`config.mk`:
```
export PLATFORM = sky130hd
export DESIGN_NAME = dmem_arbiter
export DESIGN_NICKNAME = d
export VERILOG_FILES = /design/src/rtl/dmem_arbiter.sv
export SDC_FILE = /design/constraint.sdc
export NUM_CORES = 1
export LEC_CHECK = 0
export BUFFER_PORTS_ARGS = -buffer_cell sky130_fd_sc_hd__buf_2
export CAP_MARGIN = 20
export CORE_MARGIN = 2
export CORE_UTILIZATION = 40
export CTS_CLUSTER_SIZE = 28
export DETAILED_ROUTE_END_ITERATION = 7
export PLACE_DENSITY = 0.78
export SLEW_MARGIN = 25
export SYNTH_ARGS = -nofsm -noshare
export SYNTH_HDL_FRONTEND = slang
export SYNTH_SLANG_ARGS = --single-unit
```
`constraint.sdc`:
```
create_clock -name clk -period 3.03 [get_ports clk]
set_input_delay 0.1515 -clock clk [delete_from_list [all_inputs] [get_ports clk]]
set_output_delay 0.1515 -clock clk [all_outputs]
set_load 0.01 [all_outputs]
```
`src/rtl/dmem_arbiter.sv`:
```
// Two-port data-memory arbiter: one transaction at a time through IDLE -> ACCESS -> RESP.
// Optional round-robin arbitration with `define DMEM_ARB_RR_EN (default: m0 fixed priority).
module dmem_arbiter (
  input  logic        clk,
  input  logic        rst,
  input  logic        m0_req,
  input  logic        m0_we,
  input  logic [31:0] m0_addr,
  input  logic [31:0] m0_wdata,
  input  logic [2:0]  m0_func3,
  output logic        m0_gnt,
  output logic        m0_rvalid,
  output logic [31:0] m0_rdata,
  input  logic        m1_req,
  input  logic        m1_we,
  input  logic [31:0] m1_addr,
  input  logic [31:0] m1_wdata,
  input  logic [2:0]  m1_func3,
  output logic        m1_gnt,
  output logic        m1_rvalid,
  output logic [31:0] m1_rdata,
  output logic        mem_read,
  output logic        mem_write,
  output logic [31:0] mem_addr,
  output logic [31:0] mem_wdata,
  output logic [2:0]  mem_func3,
  input  logic [31:0] mem_rdata,
  output logic        m0_stall
);

  typedef enum logic [1:0] {IDLE, ACCESS, RESP} state_t;

  state_t      r_state, w_next;
  logic        r_we, r_owner;
  logic [31:0] r_addr, r_wdata, r_rdata;
  logic [2:0]  r_func3;
  logic        w_gnt0, w_gnt1, w_idle, w_access, w_resp;

  // Every output is gated by rst so reset silences the block immediately.
  assign w_idle   = (r_state == IDLE)   && rst;
  assign w_access = (r_state == ACCESS) && rst;
  assign w_resp   = (r_state == RESP)   && rst;

`ifdef DMEM_ARB_RR_EN
  logic r_last; // 1 = m1 was granted most recently

  always_ff @(posedge clk or negedge rst) begin
    if (!rst)                 r_last <= 1'b1;
    else if (w_gnt0 | w_gnt1) r_last <= w_gnt1;
  end

  always_comb begin
    w_gnt0 = 1'b0;
    w_gnt1 = 1'b0;
    if (w_idle) begin
      if (m0_req && m1_req) begin
        w_gnt0 = r_last;
        w_gnt1 = !r_last;
      end else begin
        w_gnt0 = m0_req;
        w_gnt1 = m1_req;
      end
    end
  end
`else
  always_comb begin
    w_gnt0 = w_idle && m0_req;
    w_gnt1 = w_idle && m1_req && !m0_req;
  end
`endif

  always_ff @(posedge clk or negedge rst) begin
    if (!rst) r_state <= IDLE;
    else      r_state <= w_next;
  end

  always_comb begin
    w_next = r_state;
    case (r_state)
      IDLE:    if (w_gnt0 || w_gnt1) w_next = ACCESS;
      ACCESS:  w_next = RESP;
      RESP:    w_next = IDLE;
      default: w_next = IDLE;
    endcase
  end

  always_ff @(posedge clk or negedge rst) begin
    if (!rst) begin
      r_we    <= 1'b0;
      r_owner <= 1'b0;
      r_addr  <= '0;
      r_wdata <= '0;
      r_func3 <= '0;
      r_rdata <= '0;
    end else begin
      if (w_gnt0 || w_gnt1) begin
        r_owner <= w_gnt1;
        r_we    <= w_gnt1 ? m1_we    : m0_we;
        r_addr  <= w_gnt1 ? m1_addr  : m0_addr;
        r_wdata <= w_gnt1 ? m1_wdata : m0_wdata;
        r_func3 <= w_gnt1 ? m1_func3 : m0_func3;
      end
      // Stores respond with zero data.
      if (r_state == ACCESS) r_rdata <= r_we ? 32'd0 : mem_rdata;
    end
  end

  always_comb begin
    m0_gnt    = w_gnt0;
    m1_gnt    = w_gnt1;
    m0_stall  = rst && m0_req && !w_gnt0;
    mem_read  = w_access && !r_we;
    mem_write = w_access && r_we;
    mem_addr  = w_access ? r_addr  : 32'd0;
    mem_wdata = w_access ? r_wdata : 32'd0;
    mem_func3 = w_access ? r_func3 : 3'd0;
    m0_rvalid = w_resp && !r_owner;
    m1_rvalid = w_resp && r_owner;
    m0_rdata  = m0_rvalid ? r_rdata : 32'd0;
    m1_rdata  = m1_rvalid ? r_rdata : 32'd0;
  end

endmodule

```
==> metrics.yaml, run 1 <==
drive_above_1_share_pct: 49.57
clkLatencyLatePin_ns: 0.34
synth-async-reset-ratio_pct: 100.0
whs_endpoint: "r_addr[14]$_DFFE_PN0P_"
cts-htree-levels: 3
ff2ff_path_depth: 4
r2r-start: "r_state[0]$_DFFE_PN0P_"
remaining_drc_errors: 0
fp-row-count: 43
track_usage_pct: 18.74
synth.area.top_cells: "dfrtp_1 45%, mux2_1 13%, mux2_2 13%"
wirelength_mm: 14.77
vdd_ir_drop_max_v: 0.0004507
ys_warn_count: 0
gp_congestion: 0.7482
rsz0062_at_grt: "no"
start_util_pct: 41.22
num_vias: 4881
synth-seq-cells: 103
startpoint: "rst"
ys.flop_type: "dfrtp_1"
status: "complete, no violations"
area_growth_pct: 34.37
crit_type: "input port to output pin"
die_h_um: 123.8
grt_remaining_overflow: 0
finalSetupTns_ns: 0
setup_viol: 0
cap_violations: 0
syn_nets: 700
portBuffers: 309
antenna_found_initial: 0
syn-instance-count: 528
max-slew-margin-rel_pct: 39.37
synth_top_area_share_pct: 44.87
p_total_w: 0.004316
synth-edff-count: 0
worstHoldPathCells: 2
cpMaxStageDelayCell: "nor4b_4"
tightest_slew_ns: 0.9056
drt-initial-drc-count: 195
critPathLaunchType: "input port"
slew_violations: 0
finClkSkew_ns: 0.006927
min_path_type: "input port to flip-flop"
wire_per_inst_um: 14.88
path_clk_slew_ns: 0.07
ios: 310
dr.pass1.iters: 4
synth_area_per_cell_um2: 10.88
syn_area_um2: 5744
cts_resized: 0
hp-start: "m1_addr[14]"
max_freq_mhz: 374.2
grt_max_degree: 139
grt_first_pass_wirelength_mm: 22.49
fin_crit_ns: 2.672
ctsHoldBuffers: 1
cellPowerDensity_nw_per_um2: 559.2
r2r_end: "r_addr[23]$_DFFE_PN0P_"
cp.arrival_ns: 2.52
cts_root_buffer: "clkbuf_16"
critPathMaxFanout: 38
cts_buffer_depth: 2
r2r_setup_slack_ns: 0.87
synth_top_area_cell: "dfrtp_1"
cts_setup_buffers: 0
grt_pass1_vias: 4673
seq_area_frac_synth_pct: 44.87
finalHoldViolCount: 0
worstPathCellList: "dlygate4sd3_1, buf_6, inv_2, nor4b_4, buf_4, and2_1, buf_2"
cts_tree: "built"
critical_path.endpoint_type: "output pin"
coreArea_um2: 13930
cts.sinks: 103
die_area_um2: 15340
required_ns: 2.88
diodes: 0
ant_nets: 0
nets: 984
avgViaCountPerCell: 4.915
leakagePower_nw: 4.262
ys_types: 20
dpl.hpwl_mm: 10.78
die_w_um: 123.8
fin_crit_sh_pct: 88.20
cts_made_buffers: 9
slowest_delay_ns: 0.81
[layout by cell type, fill, tap and decap left out, types with 2 or more instances in the layout]
| cell | n |
|---|---|
| inv_2 | 2 |
| buf_12 | 2 |
| nand2b_1 | 32 |
| buf_2 | 308 |
| and3_1 | 68 |
| dfrtp_1 | 103 |
| bufinv_16 | 2 |
| nor4b_4 | 2 |
| clkbuf_16 | 9 |
| nand2_1 | 33 |
| inv_1 | 2 |
| nor2_1 | 2 |
| and2_1 | 64 |
| o21ai_0 | 33 |
| mux2_1 | 68 |
| buf_4 | 7 |
| mux2_2 | 68 |
[sequential cells by signal, summed over array words and instances, names as in the netlist]
name and flops:
r_addr 32, r_func3 3, r_owner 1, r_rdata 32, r_state 2, r_wdata 32, r_we 1
[how the worst max path moves through the flow]
stage	endpoint	slack [ns]
floorplan	r_wdata[24]$_DFFE_PN0P_	1.28
global placement	r_wdata[29]$_DFFE_PN0P_	0.86
detailed placement	r_wdata[0]$_DFFE_PN0P_	0.82
CTS	m0_rdata[2]	0.30
global route	m0_rdata[2]	0.12
finish	m0_rdata[4]	0.36
[cells by family after synthesis]
kind of cell    synth area share (%)
simple gates                   21.19
mux                            26.66
flops                          44.87
buf+inv                        4.269
compound gates                 3.006
[layer usage]
metal	share of wire, %	vias up	wire length [µm]	track usage, %
met1	40	2291	5883	21.76
met3	8.8	23	1297	5.357
met5	0	-	0	0
li1	-	2364	-	-
met4	2.3	0	346	7.102
met2	49	203	7246	32.73
[layout make-up]
cell class                 instances  area, µm²
clock buffer                      10      229.0
clock inverter                     2      60.06
fill                            1273       6216
inverter                           4      15.01
multi-input combinational        375       2957
sequential                       103       2577
tap                              180      225.2
timing repair buffer             319       1655
[cell usage after synthesis, types with 2 or more instances]
library cell	count
dfrtp_1	103
and3_1	68
mux2_1	68
mux2_2	68
and2_1	64
nand2_1	33
nand2b_1	33
o21ai_0	33
clkbuf_1	32
buf_6	7
buf_2	4
buf_1	3
inv_1	2
inv_2	2
nor2_1	2
nor4b_2	2
[where the power goes]
| group | internal, W | switching (W) | total (W) |
|---|---|---|---|
| Sequential | 0.00179 | 0.000250 | 0.00204 |
| Clock | 0.000706 | 0.000477 | 0.00118 |
| Combinational | 0.000640 | 0.000452 | 0.00109 |
| Total | 0.00314 | 0.00118 | 0.00432 |
[critical path, delay by kind of cell]
| family | cells | cell delay [ns] |
|---|---|---|
| buf+inv | 5 | 1.39 |
| simple gates | 2 | 0.94 |
[stage by stage]
step | instances | utilization, % | setup slack (ns) | hold slack, ns | cell area [µm²]
after detailed placement | 980 | 53.25 | 0.8238 | 0.07268 | 7420
after global placement | 980 | 53.25 | 0.8601 | 0.06885 | 7420
after floorplan | 528 | - | 1.284 | -0.1441 | 5744
after global routing | 993 | 55.39 | 0.1213 | 0.02860 | 7719
final | 993 | 55.39 | 0.3577 | 0.03613 | 7719
after CTS | 993 | 55.39 | 0.3030 | 0.02295 | 7719
Power figures use the tool's default switching activity.
==> inputs of run 2 (changes only) <==
- clock period: 3.03 -> 2.47 ns (I/O delays scaled with it)
==> run 2 against run 1 <==
Sequential share of layout area fell by 1.3 points. Final cell count rose by 3.4%. Clock skew barely moved. Sequential power rose by 23%. Largest cell class unchanged.
==> metrics.yaml, run 2 (synthesis gave the netlist of run 1 again) <==
required_ns: 2.35  # -0.53 ns
avgViaCountPerCell: 4.871  # -0.89%
clkLatencyLatePin_ns: 0.34  # about the same
worstHoldPathCells: 2  # unchanged
drive_above_1_share_pct: 48.41  # -1.2 points
crit_type: "flip-flop to output pin"
vdd_ir_drop_max_v: 0.0003002  # -33%
die_area_um2: 15340  # unchanged
cts-htree-levels: 3  # unchanged
final_common_cell: "buf_2"
ctsHoldBuffers: 28  # +27
setup_viol: 0  # unchanged
area_growth_pct: 40.01
cts_setup_buffers: 0  # unchanged
dr.pass1.iters: 6  # +2
post_dp_cell_area_um2: 7455  # +0.47%
tightest_slew_ns: 0.8734  # -0.03217 ns
critical_path.endpoint_type: "output pin"
hp-start: "m1_wdata[6]"
cp.arrival_ns: 2.02  # -0.50 ns
layout_common_cells: "308 x buf_2, 103 x dfrtp_1, 68 x and3_1, 68 x mux2_1, 68 x mux2_2"
status: "complete, no violations"
cts_resized: 0  # unchanged
slew_violations: 0  # unchanged
cellPowerDensity_nw_per_um2: 663.9  # +19%
pwr-share-seq_pct: 46.9  # -0.4 points
wire_per_inst_um: 15.34  # +3.1%
finalSetupTns_ns: 0  # unchanged
leakagePower_nw: 4.410  # +3.5%
clkPwrFrac_pct: 26.9  # -0.5 points
num_vias: 5003  # +2.5%
max_freq_mhz: 466.9
dp_cells: 983  # +0.31%
track_usage_pct: 19.86  # +1.1 points
diodes: 0  # unchanged
wirelength_mm: 15.76  # +6.7%
rsz0062_at_grt: "no"
grt_max_degree: 75  # -46%
gp_congestion: 0.7431  # -0.68%
critPathMaxFanout: 21  # -45%
r2r-start: "r_state[0]$_DFFE_PN0P_"
whs_endpoint: "r_wdata[6]$_DFFE_PN0P_"
fin_crit_sh_pct: 86.72
reg_top3: "r_addr (32), r_rdata (32), r_wdata (32)"
swShare_pct: 27.92  # +0.59 points
cts_made_buffers: 9  # unchanged
stdcell_area_um2: 8043  # +4.2%
dpl.hpwl_mm: 11.14  # +3.4%
die_w_um: 123.8  # unchanged
post-route-util_pct: 57.72  # +2.3 points
drt-initial-drc-count: 155  # -21%
ios: 310  # unchanged
grt_pass1_vias: 4877  # +4.4%
antenna_found_initial: 0  # unchanged
r2r_setup_slack_ns: 0.44  # -0.43 ns
cts.sinks: 103  # unchanged
grt_remaining_overflow: 0  # unchanged
start_util_pct: 41.22  # unchanged
fp-row-count: 43  # unchanged
nets: 1015  # +3.2%
critPathLaunchType: "flip-flop"
power_switching_w: 0.001491  # +26%
final_cells: 1027  # +3.4%
cts_root_buffer: "clkbuf_16"
ff2ff_path_depth: 4  # unchanged
cts_tree: "built"
max-slew-margin-rel_pct: 41.77  # +2.4 points
min_path_type: "input port to flip-flop"
remaining_drc_errors: 0  # unchanged
ant_nets: 0  # unchanged
finalHoldViolCount: 0  # unchanged
fin_crit_ns: 2.142
die_h_um: 123.8  # unchanged
grt_first_pass_wirelength_mm: 23.72  # +5.5%
path_clk_slew_ns: 0.07  # about the same
portBuffers: 309  # unchanged
internal-power_w: 0.003849  # +23%
finClkSkew_ns: 0.006498  # -0.0004287 ns
coreArea_um2: 13930  # unchanged
cap_violations: 0  # unchanged
cts_buffer_depth: 2  # unchanged
power_frac_comb_pct: 26.2  # +0.9 points
r2r_end: "r_addr[7]$_DFFE_PN0P_"
run 2: layout make-up:
class                           count  area [µm²]
Tap cell                          180       225.2
Clock inverter                      4       45.04
Fill cell                        1211        5892
Multi-Input combinational cell    375        2957
Inverter                            4       15.01
Clock buffer                       11       252.7
Sequential cell                   103        2577
Timing Repair Buffer              350        1971
run 2: how the worst max path moves through the flow:
stage,from,endpoint,slack [ns]
global placement,r_state[0]$_DFFE_PN0P_,r_addr[22]$_DFFE_PN0P_,0.48
finish,r_state[1]$_DFFE_PN0P_,mem_addr[26],0.33
global route,r_state[0]$_DFFE_PN0P_,mem_addr[26],0.18
detailed placement,r_state[0]$_DFFE_PN0P_,r_addr[7]$_DFFE_PN0P_,0.43
floorplan,r_state[0]$_DFFE_PN0P_,r_wdata[24]$_DFFE_PN0P_,0.72
CTS,r_state[1]$_DFFE_PN0P_,mem_addr[26],0.29
run 2: worst max-delay path: stages (launching register included):
cell	delay [ns]
dfrtp_1	0.46
nand2b_2	0.22
inv_2	0.32
buf_4	0.30
and3_1	0.22
buf_2	0.15
run 2: layer usage:
metal / GRT usage, % / wire length [µm] / share of wire [%]
met1: 22.24 / 6016 / 38
met2: 35.99 / 8128 / 52
met3: 6.136 / 1409 / 8.9
met4: 6.037 / 204 / 1.3
met5: 0 / 0 / 0
run 2: metrics by stage:
step | hold WS [ns] | setup slack [ns] | power (W)
final | 0.01462 | 0.3281 | 0.005340
after global routing | 0.00003270 | 0.1773 | 0.005718
after CTS | 0.000003525 | 0.2887 | 0.005411
after detailed placement | -0.07765 | 0.4331 | 0.003913
after global placement | -0.07562 | 0.4763 | 0.003825
after floorplan | -0.1721 | 0.7238 | 0.003387
run 2: power by group through the flow:
| stage | Clock, W | Combinational [W] | Sequential (W) |
|---|---|---|---|
| final | 0.00144 | 0.00140 | 0.00250 |
| after CTS | 0.00149 | 0.00141 | 0.00250 |
| after floorplan | 0 | 0.000994 | 0.00239 |
| after detailed placement | 0 | 0.00137 | 0.00254 |
| after global placement | 0 | 0.00133 | 0.00250 |
| after global routing | 0.00157 | 0.00158 | 0.00257 |
